==> config.mk <==
export PLATFORM = sky130hd
export DESIGN_NAME = spi_mitm_sequencer
export DESIGN_NICKNAME = d
export VERILOG_FILES = /design/src/rtl/spi_mitm_pkg.sv /design/src/rtl/spi_mitm_keepalive_timer.sv /design/src/rtl/spi_mitm_sequencer.sv
export SDC_FILE = /design/constraint.sdc
export NUM_CORES = 1
export LEC_CHECK = 0
export BUFFER_PORTS_ARGS = -buffer_cell sky130_fd_sc_hd__buf_2
export CAP_MARGIN = 5
export CORE_ASPECT_RATIO = 1.5
export CORE_MARGIN = 1.5
export CORE_UTILIZATION = 30
export DETAILED_ROUTE_END_ITERATION = 10
export SLEW_MARGIN = 0
export SYNTH_ARGS = -nofsm -noshare
export SYNTH_HDL_FRONTEND = slang
export SYNTH_HIERARCHICAL = 1
export SYNTH_SLANG_ARGS = --single-unit
==> constraint.sdc <==
create_clock -name sys_clk -period 2.4 [get_ports sys_clk]
set_input_delay 0.24 -clock sys_clk [delete_from_list [all_inputs] [get_ports sys_clk]]
set_output_delay 0.24 -clock sys_clk [all_outputs]
set_load 0.005 [all_outputs]
==> src/rtl/spi_mitm_pkg.sv <==
`default_nettype none
// ============================================================================
// Module      : spi_mitm_pkg
// Description : Shared definitions for the SPI man-in-the-middle sequencer:
//               FSM state encoding, substitution counter width and a
//               saturating increment helper.
//               Optional feature macro (used by the sequencer):
//               SPI_MITM_MISO_SUBST_EN.
// Revision    : 1.0 - initial release
// ============================================================================
package spi_mitm_pkg;

    localparam int c_cnt_w = 16;

    typedef logic [2:0] state_t;

    localparam logic [2:0] c_st_passive   = 3'd0;
    localparam logic [2:0] c_st_idle      = 3'd1;
    localparam logic [2:0] c_st_fwd_wait  = 3'd2;
    localparam logic [2:0] c_st_fwd_start = 3'd3;
    localparam logic [2:0] c_st_miso_wait = 3'd4;
    localparam logic [2:0] c_st_ret_wait  = 3'd5;
    localparam logic [2:0] c_st_ret_start = 3'd6;

    // Counter sticks at all-ones instead of wrapping.
    function automatic logic [c_cnt_w-1:0] sat_inc(input logic [c_cnt_w-1:0] v);
        return (v == {c_cnt_w{1'b1}}) ? v : v + 1'b1;
    endfunction

endpackage
`default_nettype wire

==> src/rtl/spi_mitm_keepalive_timer.sv <==
`default_nettype none
// ============================================================================
// Module      : spi_mitm_keepalive_timer
// Description : Idle down-counter that keeps the slave-side chip select
//               asserted between forwarded words.
//   clk          in  system clock (rising edge)
//   rst          in  synchronous active-high reset
//   i_load       in  reload to KEEPALIVE_CYCLES (word start on slave side)
//   i_tick       in  count one idle cycle
//   i_clear      in  force counter and output to zero (passive mode)
//   o_keep_alive out keep-alive request
// Revision    : 1.0 - initial release
// ============================================================================
module spi_mitm_keepalive_timer #(
    parameter int KEEPALIVE_CYCLES = 64
) (
    input  logic clk,
    input  logic rst,
    input  logic i_load,
    input  logic i_tick,
    input  logic i_clear,
    output logic o_keep_alive
);

    localparam int             c_w      = $clog2(KEEPALIVE_CYCLES + 1);
    localparam logic [c_w-1:0] c_reload = c_w'(KEEPALIVE_CYCLES);

    logic [c_w-1:0] r_cnt;

    always_ff @(posedge clk) begin
        if (rst || i_clear) begin
            r_cnt <= '0;
        end else if (i_load) begin
            r_cnt <= c_reload;
        end else if (i_tick && (r_cnt != '0)) begin
            r_cnt <= r_cnt - 1'b1;
        end
    end

    // The load term raises keep-alive in the start cycle itself, before the
    // reloaded count becomes visible.
    assign o_keep_alive = !i_clear && (i_load || (r_cnt != '0));

endmodule
`default_nettype wire

==> src/rtl/spi_mitm_sequencer.sv <==
`default_nettype none
// ============================================================================
// Module      : spi_mitm_sequencer
// Description : Sits between a real SPI master (if0) and a real slave (if1).
//               In MITM mode each master word is captured, optionally
//               substituted, forwarded to the slave; the slave's reply is
//               captured (optionally substituted) and handed to the
//               master-side driver, which returns it on the next word.
//               Macro SPI_MITM_MISO_SUBST_EN compiles in MISO substitution.
// Ports:
//   sys_clk, rst                     clock / sync active-high reset
//   mitm_en                          request MITM mode (sampled in IDLE)
//   mosi_match/replace               MOSI substitution pair
//   miso_match/replace               MISO substitution pair
//   subst_count                      saturating substituted-word count
//   fake_if0_miso_select/start/data  master-side fake driver control
//   fake_if1_mosi_select/start/data  slave-side fake driver control
//   fake_if1_keep_alive              hold slave SS between words
//   if0_mosi_new_data_ready, real_if0_mosi_data   word from master
//   if1_miso_new_data_ready, real_if1_miso_data   word from slave
//   if0_miso_send_ready, if1_mosi_send_ready      driver ready flags
// Revision    : 1.0 - initial release
// ============================================================================
module spi_mitm_sequencer
    import spi_mitm_pkg::*;
#(
    parameter int NUM_DATA_BITS    = 8,
    parameter int KEEPALIVE_CYCLES = 64
) (
    input  logic                     sys_clk,
    input  logic                     rst,
    input  logic                     mitm_en,
    input  logic [NUM_DATA_BITS-1:0] mosi_match,
    input  logic [NUM_DATA_BITS-1:0] mosi_replace,
    input  logic [NUM_DATA_BITS-1:0] miso_match,
    input  logic [NUM_DATA_BITS-1:0] miso_replace,
    output logic [c_cnt_w-1:0]       subst_count,
    output logic                     fake_if0_miso_select,
    output logic                     fake_if1_mosi_select,
    output logic                     fake_if0_miso_start,
    output logic                     fake_if1_mosi_start,
    output logic                     fake_if1_keep_alive,
    output logic [NUM_DATA_BITS-1:0] fake_if0_miso_data,
    output logic [NUM_DATA_BITS-1:0] fake_if1_mosi_data,
    input  logic                     if0_mosi_new_data_ready,
    input  logic                     if1_miso_new_data_ready,
    input  logic                     if0_miso_send_ready,
    input  logic                     if1_mosi_send_ready,
    input  logic [NUM_DATA_BITS-1:0] real_if0_mosi_data,
    input  logic [NUM_DATA_BITS-1:0] real_if1_miso_data
);

    state_t                   r_state;
    state_t                   w_next;
    logic                     w_take_mosi;
    logic                     w_take_miso;
    logic                     w_mosi_hit;
    logic                     w_miso_hit;
    logic [NUM_DATA_BITS-1:0] w_mosi_word;
    logic [NUM_DATA_BITS-1:0] w_miso_word;
    logic [NUM_DATA_BITS-1:0] r_mosi_data;
    logic [NUM_DATA_BITS-1:0] r_miso_data;
    logic [c_cnt_w-1:0]       r_subst_count;

    assign w_mosi_hit  = (real_if0_mosi_data == mosi_match);
    assign w_mosi_word = w_mosi_hit ? mosi_replace : real_if0_mosi_data;

`ifdef SPI_MITM_MISO_SUBST_EN
    assign w_miso_hit  = (real_if1_miso_data == miso_match);
    assign w_miso_word = w_miso_hit ? miso_replace : real_if1_miso_data;
`else
    // MISO passes through untouched; the match/replace ports are parked.
    logic w_unused_miso;
    assign w_unused_miso = ^{miso_match, miso_replace};
    assign w_miso_hit    = 1'b0;
    assign w_miso_word   = real_if1_miso_data;
`endif

    // A master word is only accepted while IDLE and still enabled; pulses in
    // any other state are dropped, never queued.
    assign w_take_mosi = (r_state == c_st_idle) && mitm_en && if0_mosi_new_data_ready;
    assign w_take_miso = (r_state == c_st_miso_wait) && if1_miso_new_data_ready;

    always_comb begin
        w_next = r_state;
        case (r_state)
            c_st_passive:   if (mitm_en) w_next = c_st_idle;
            c_st_idle: begin
                if (!mitm_en)                     w_next = c_st_passive;
                else if (if0_mosi_new_data_ready) w_next = c_st_fwd_wait;
            end
            c_st_fwd_wait:  if (if1_mosi_send_ready) w_next = c_st_fwd_start;
            c_st_fwd_start: w_next = c_st_miso_wait;
            c_st_miso_wait: if (if1_miso_new_data_ready) w_next = c_st_ret_wait;
            c_st_ret_wait:  if (if0_miso_send_ready) w_next = c_st_ret_start;
            c_st_ret_start: w_next = c_st_idle;
            default:        w_next = c_st_passive;
        endcase
    end

    always_ff @(posedge sys_clk) begin
        if (rst) begin
            r_state       <= c_st_passive;
            r_mosi_data   <= '0;
            r_miso_data   <= '0;
            r_subst_count <= '0;
        end else begin
            r_state <= w_next;
            if (w_take_mosi) r_mosi_data <= w_mosi_word;
            if (w_take_miso) r_miso_data <= w_miso_word;
            // MOSI and MISO captures live in different states, so at most
            // one increment per cycle.
            if ((w_take_mosi && w_mosi_hit) || (w_take_miso && w_miso_hit))
                r_subst_count <= sat_inc(r_subst_count);
        end
    end

    spi_mitm_keepalive_timer #(
        .KEEPALIVE_CYCLES (KEEPALIVE_CYCLES)
    ) u_keepalive (
        .clk          (sys_clk),
        .rst          (rst),
        .i_load       (r_state == c_st_fwd_start),
        .i_tick       (r_state == c_st_idle),
        .i_clear      (r_state == c_st_passive),
        .o_keep_alive (fake_if1_keep_alive)
    );

    assign fake_if0_miso_select = (r_state != c_st_passive);
    assign fake_if1_mosi_select = (r_state != c_st_passive);
    assign fake_if1_mosi_start  = (r_state == c_st_fwd_start);
    assign fake_if0_miso_start  = (r_state == c_st_ret_start);
    assign fake_if1_mosi_data   = r_mosi_data;
    assign fake_if0_miso_data   = r_miso_data;
    assign subst_count          = r_subst_count;

endmodule
`default_nettype wire
==> flow_summary.json <==
{
  "ys_seq_elements": 42,
  "vias": 2114,
  "critPathKind": "reg -> reg",
  "slew_headroom_pct": 40.9,
  "groute.layer.met1.usage_pct": 15.5,
  "portBuffers": 75,
  "rrSetupSlack_ns": 0.38,
  "seq_area_um2": 841,
  "syn_nets": 320,
  "grt.busiest_layer": "met2",
  "nets": 394,
  "totalPowerFinal_uw": 1630,
  "cts_setup_buffers": 0,
  "multi_input_area_um2": 1380,
  "critPathArrivalTime_ns": 2.19,
  "clock_path_buffers": 2,
  "synth_edf_count": 0,
  "leakagePower_uw": 0.00130,
  "cts_tree": "done",
  "layoutNonFillerInstCount": 439,
  "drt-total-wl_mm": 5.25,
  "antenna_found_initial": 0,
  "drive_above_1_share_pct": 32.0,
  "path_clk_slew_ns": 0.06,
  "cap_violations": 0,
  "p_clk_share_pct": 46.9,
  "max_freq_mhz": 495,
  "p_per_area_nw_per_um2": 549,
  "ys_warn_count": 6,
  "insertion_delay_ns": 0.28,
  "clockRootBuffer": "clkbuf_16",
  "worst_pin_slew_ns": 0.886,
  "synth_cell_type_count": 55,
  "seq_area_frac_synth_pct": 35.9,
  "crit-reg2reg-capture": "subst_count[2]$_SDFFE_PP0P_",
  "ctsHtreeMaxLevel": 2,
  "cts_sinks": 42,
  "ctsHoldBuffers": 0,
  "pin_count": 92,
  "fp.dieH_um": 111,
  "rsz0062_at_grt": "false",
  "gp_congestion": 0.757,
  "reg2regPathDepth": 7,
  "finalHoldViolCount": 0,
  "grt_pass1_vias": 2037,
  "holdWs_ns": 0.190,
  "grt_overflow": 0,
  "rr_startpoint": "subst_count[0]$_SDFFE_PP0P_",
  "fin_crit_ns": 2.02,
  "grt_util_met2_pct": 23.6,
  "antenna_cells": 0,
  "cp_max_fo": 8,
  "ys_async_sr_fraction_pct": 0,
  "period_share_pct": 84.2,
  "initial_core_util_pct": 30.7,
  "p_seq_share_pct": 43.8,
  "drt-vias-per-instance": 4.82,
  "die_w_um": 75.1,
  "syn-cell-area_um2": 2340,
  "drt_iter0_markers": 84,
  "synth_cells": 262,
  "drc": 0,
  "dr.pass1.iters": 4,
  "core_area_um2": 7610,
  "skew_ns": 0.00475,
  "synth_flop_cell": "dfxtp_1",
  "slew_viol_final": 0,
  "crit_start": "subst_count[0]$_SDFFE_PP0P_",
  "startpoint_type": "flop",
  "swShare_pct": 22.1,
  "fp.dieArea_um2": 8350,
  "use_met3_pct": 2.55,
  "power.internal_uw": 1270,
  "syn2layout_area_growth_pct": 26.6,
  "grt_use_total_pct": 13.6,
  "hpwl_mm": 3.89,
  "hold_path.class": "in -> reg",
  "endpoint_kind": "flop",
  "dp_cells": 431,
  "wl_per_cell_um": 12.0,
  "peakVddDrop_mv": 0.291,
  "antenna_left": 0,
  "fillers": 807,
  "numCtsBuffers": 5,
  "grt_max_degree": 49,
  "required_ns": 2.57,
  "fin_tns_setup_ns": 0,
  "grt_pass1_wl_mm": 8.98,
  "setup_viol": 0,
  "syn-mean-instance-area_um2": 8.93,
  "combinationalPowerShare_pct": 9.3,
  "switching_power_uw": 360,
  "status": "finished, final reports clean",
  "critPathCapture": "subst_count[2]$_SDFFE_PP0P_",
  "cts_resized": 0,
  "rows": 39
}
-- final cells by class --
cell class | instances | area share [%]
Multi-Input combinational cell | 199 | 46.6
Timing Repair Buffer | 82 | 14.4
Sequential cell | 42 | 28.4
Tap cell | 102 | 4.31
Clock inverter | 1 | 1.01
Inverter | 6 | 0.760
Clock buffer | 7 | 4.48
-- power groups by stage --
| stage | clock network [uW] | registers [uW] | logic, uW |
|---|---|---|---|
| 2_1_floorplan | 0 | 726 | 96.7 |
| 3_3_place_gp | 0 | 729 | 152 |
| 3_5_place_dp | 0 | 729 | 154 |
| 4_1_cts | 791 | 713 | 155 |
| 5_1_grt | 814 | 714 | 170 |
| 6_report | 762 | 713 | 151 |
-- critical path: stages, from the launching register on --
cell and delay (ns):
dfxtp_1 0.38, ha_1 0.21, and4_1 0.25, nand3_2 0.15
nor3_4 0.32, buf_4 0.22, nor3b_1 0.06, mux2_1 0.31
-- worst min path at each step --
stage          cells past startpoint                                 end                              start  slack, ns
6_report                           3  fake_if0_miso_data[0]$_SDFFE_PP0P_              real_if1_miso_data[0]       0.19
2_1_floorplan                      1   u_keepalive/r_cnt[6]$_SDFFE_PP0P_                                rst       0.31
4_1_cts                            3  fake_if0_miso_data[0]$_SDFFE_PP0P_              real_if1_miso_data[0]       0.18
5_1_grt                            3  fake_if0_miso_data[2]$_SDFFE_PP0P_              real_if1_miso_data[2]       0.20
3_3_place_gp                       2   u_keepalive/r_cnt[1]$_SDFFE_PP0P_  u_keepalive/r_cnt[1]$_SDFFE_PP0P_       0.47
3_5_place_dp                       2   u_keepalive/r_cnt[1]$_SDFFE_PP0P_  u_keepalive/r_cnt[1]$_SDFFE_PP0P_       0.48
-- registers in the layout (all words and copies together) (netlist names) --
register,cells
fake_if0_miso_data,8
fake_if1_mosi_data,8
r_state,3
subst_count,16
u_keepalive/r_cnt,7
-- cell usage in the layout, fill, tap and decap left out, types with 7 or more instances in the layout --
master    count
dfxtp_1      42
mux2i_1      10
buf_2        75
nand2_1      30
nor2_1       36
nor2b_1      10
mux2_1       10
xor2_1        8
buf_4         7
a21oi_1       8
a311oi_1      8
-- cell usage after synthesis, types with 2 or more instances --
cell	n	area, um^2
mux2_1	10	113
nor2_1	36	135
o41ai_1	2	17.5
nor4_1	3	18.8
nor3b_1	3	22.5
nand2_1	30	113
a21boi_0	2	15.0
buf_2	2	10.0
nand2b_1	5	31.3
nor4_4	3	63.8
nor3_1	5	25.0
a311oi_1	8	70.1
nand3b_1	3	22.5
nor4b_2	2	30.0
buf_6	3	33.8
and4_1	2	17.5
clkbuf_1	6	22.5
mux2i_1	10	100
buf_4	4	30.0
or3_1	2	12.5
ha_1	3	37.5
a21oi_1	8	40.0
or2_2	2	12.5
o311ai_1	2	17.5
o31ai_1	2	15.0
dfxtp_1	42	841
and3_1	5	31.3
inv_1	6	22.5
nand3_1	5	25.0
nor3_2	2	20.0
xor2_1	8	70.1
o21ai_0	4	20.0
nor2b_1	10	62.6
-- layer usage --
metal	vias to the layer above	routed length [um]
met3	8	227
met4	0	118
met1	986	2210
li1	1072	-
met5	-	0
met2	48	2700
-- per-stage QoR --
step	setup WS, ns	utilization, %	instance area, um^2
floorplan	0.493	-	2340
global placement	0.390	36.8	2800
detailed placement	0.362	36.8	2800
CTS	0.361	38.9	2960
global route	0.215	38.9	2960
finish	0.379	38.9	2960
-- kinds of logic (layout without fill, tap and decap cells) --
group           after synthesis  in the layout  synth area share (%)
compound gates               38             38                  11.9
xor+xnor                      8              8                  2.99
fa+ha+maj                     3              3                  1.60
buf+inv                      21             96                  5.08
flops                        42             42                  35.9
mux                          21             21                  9.57
simple gates                129            129                  32.9
Note: power is estimated with default switching activity, not from simulation.
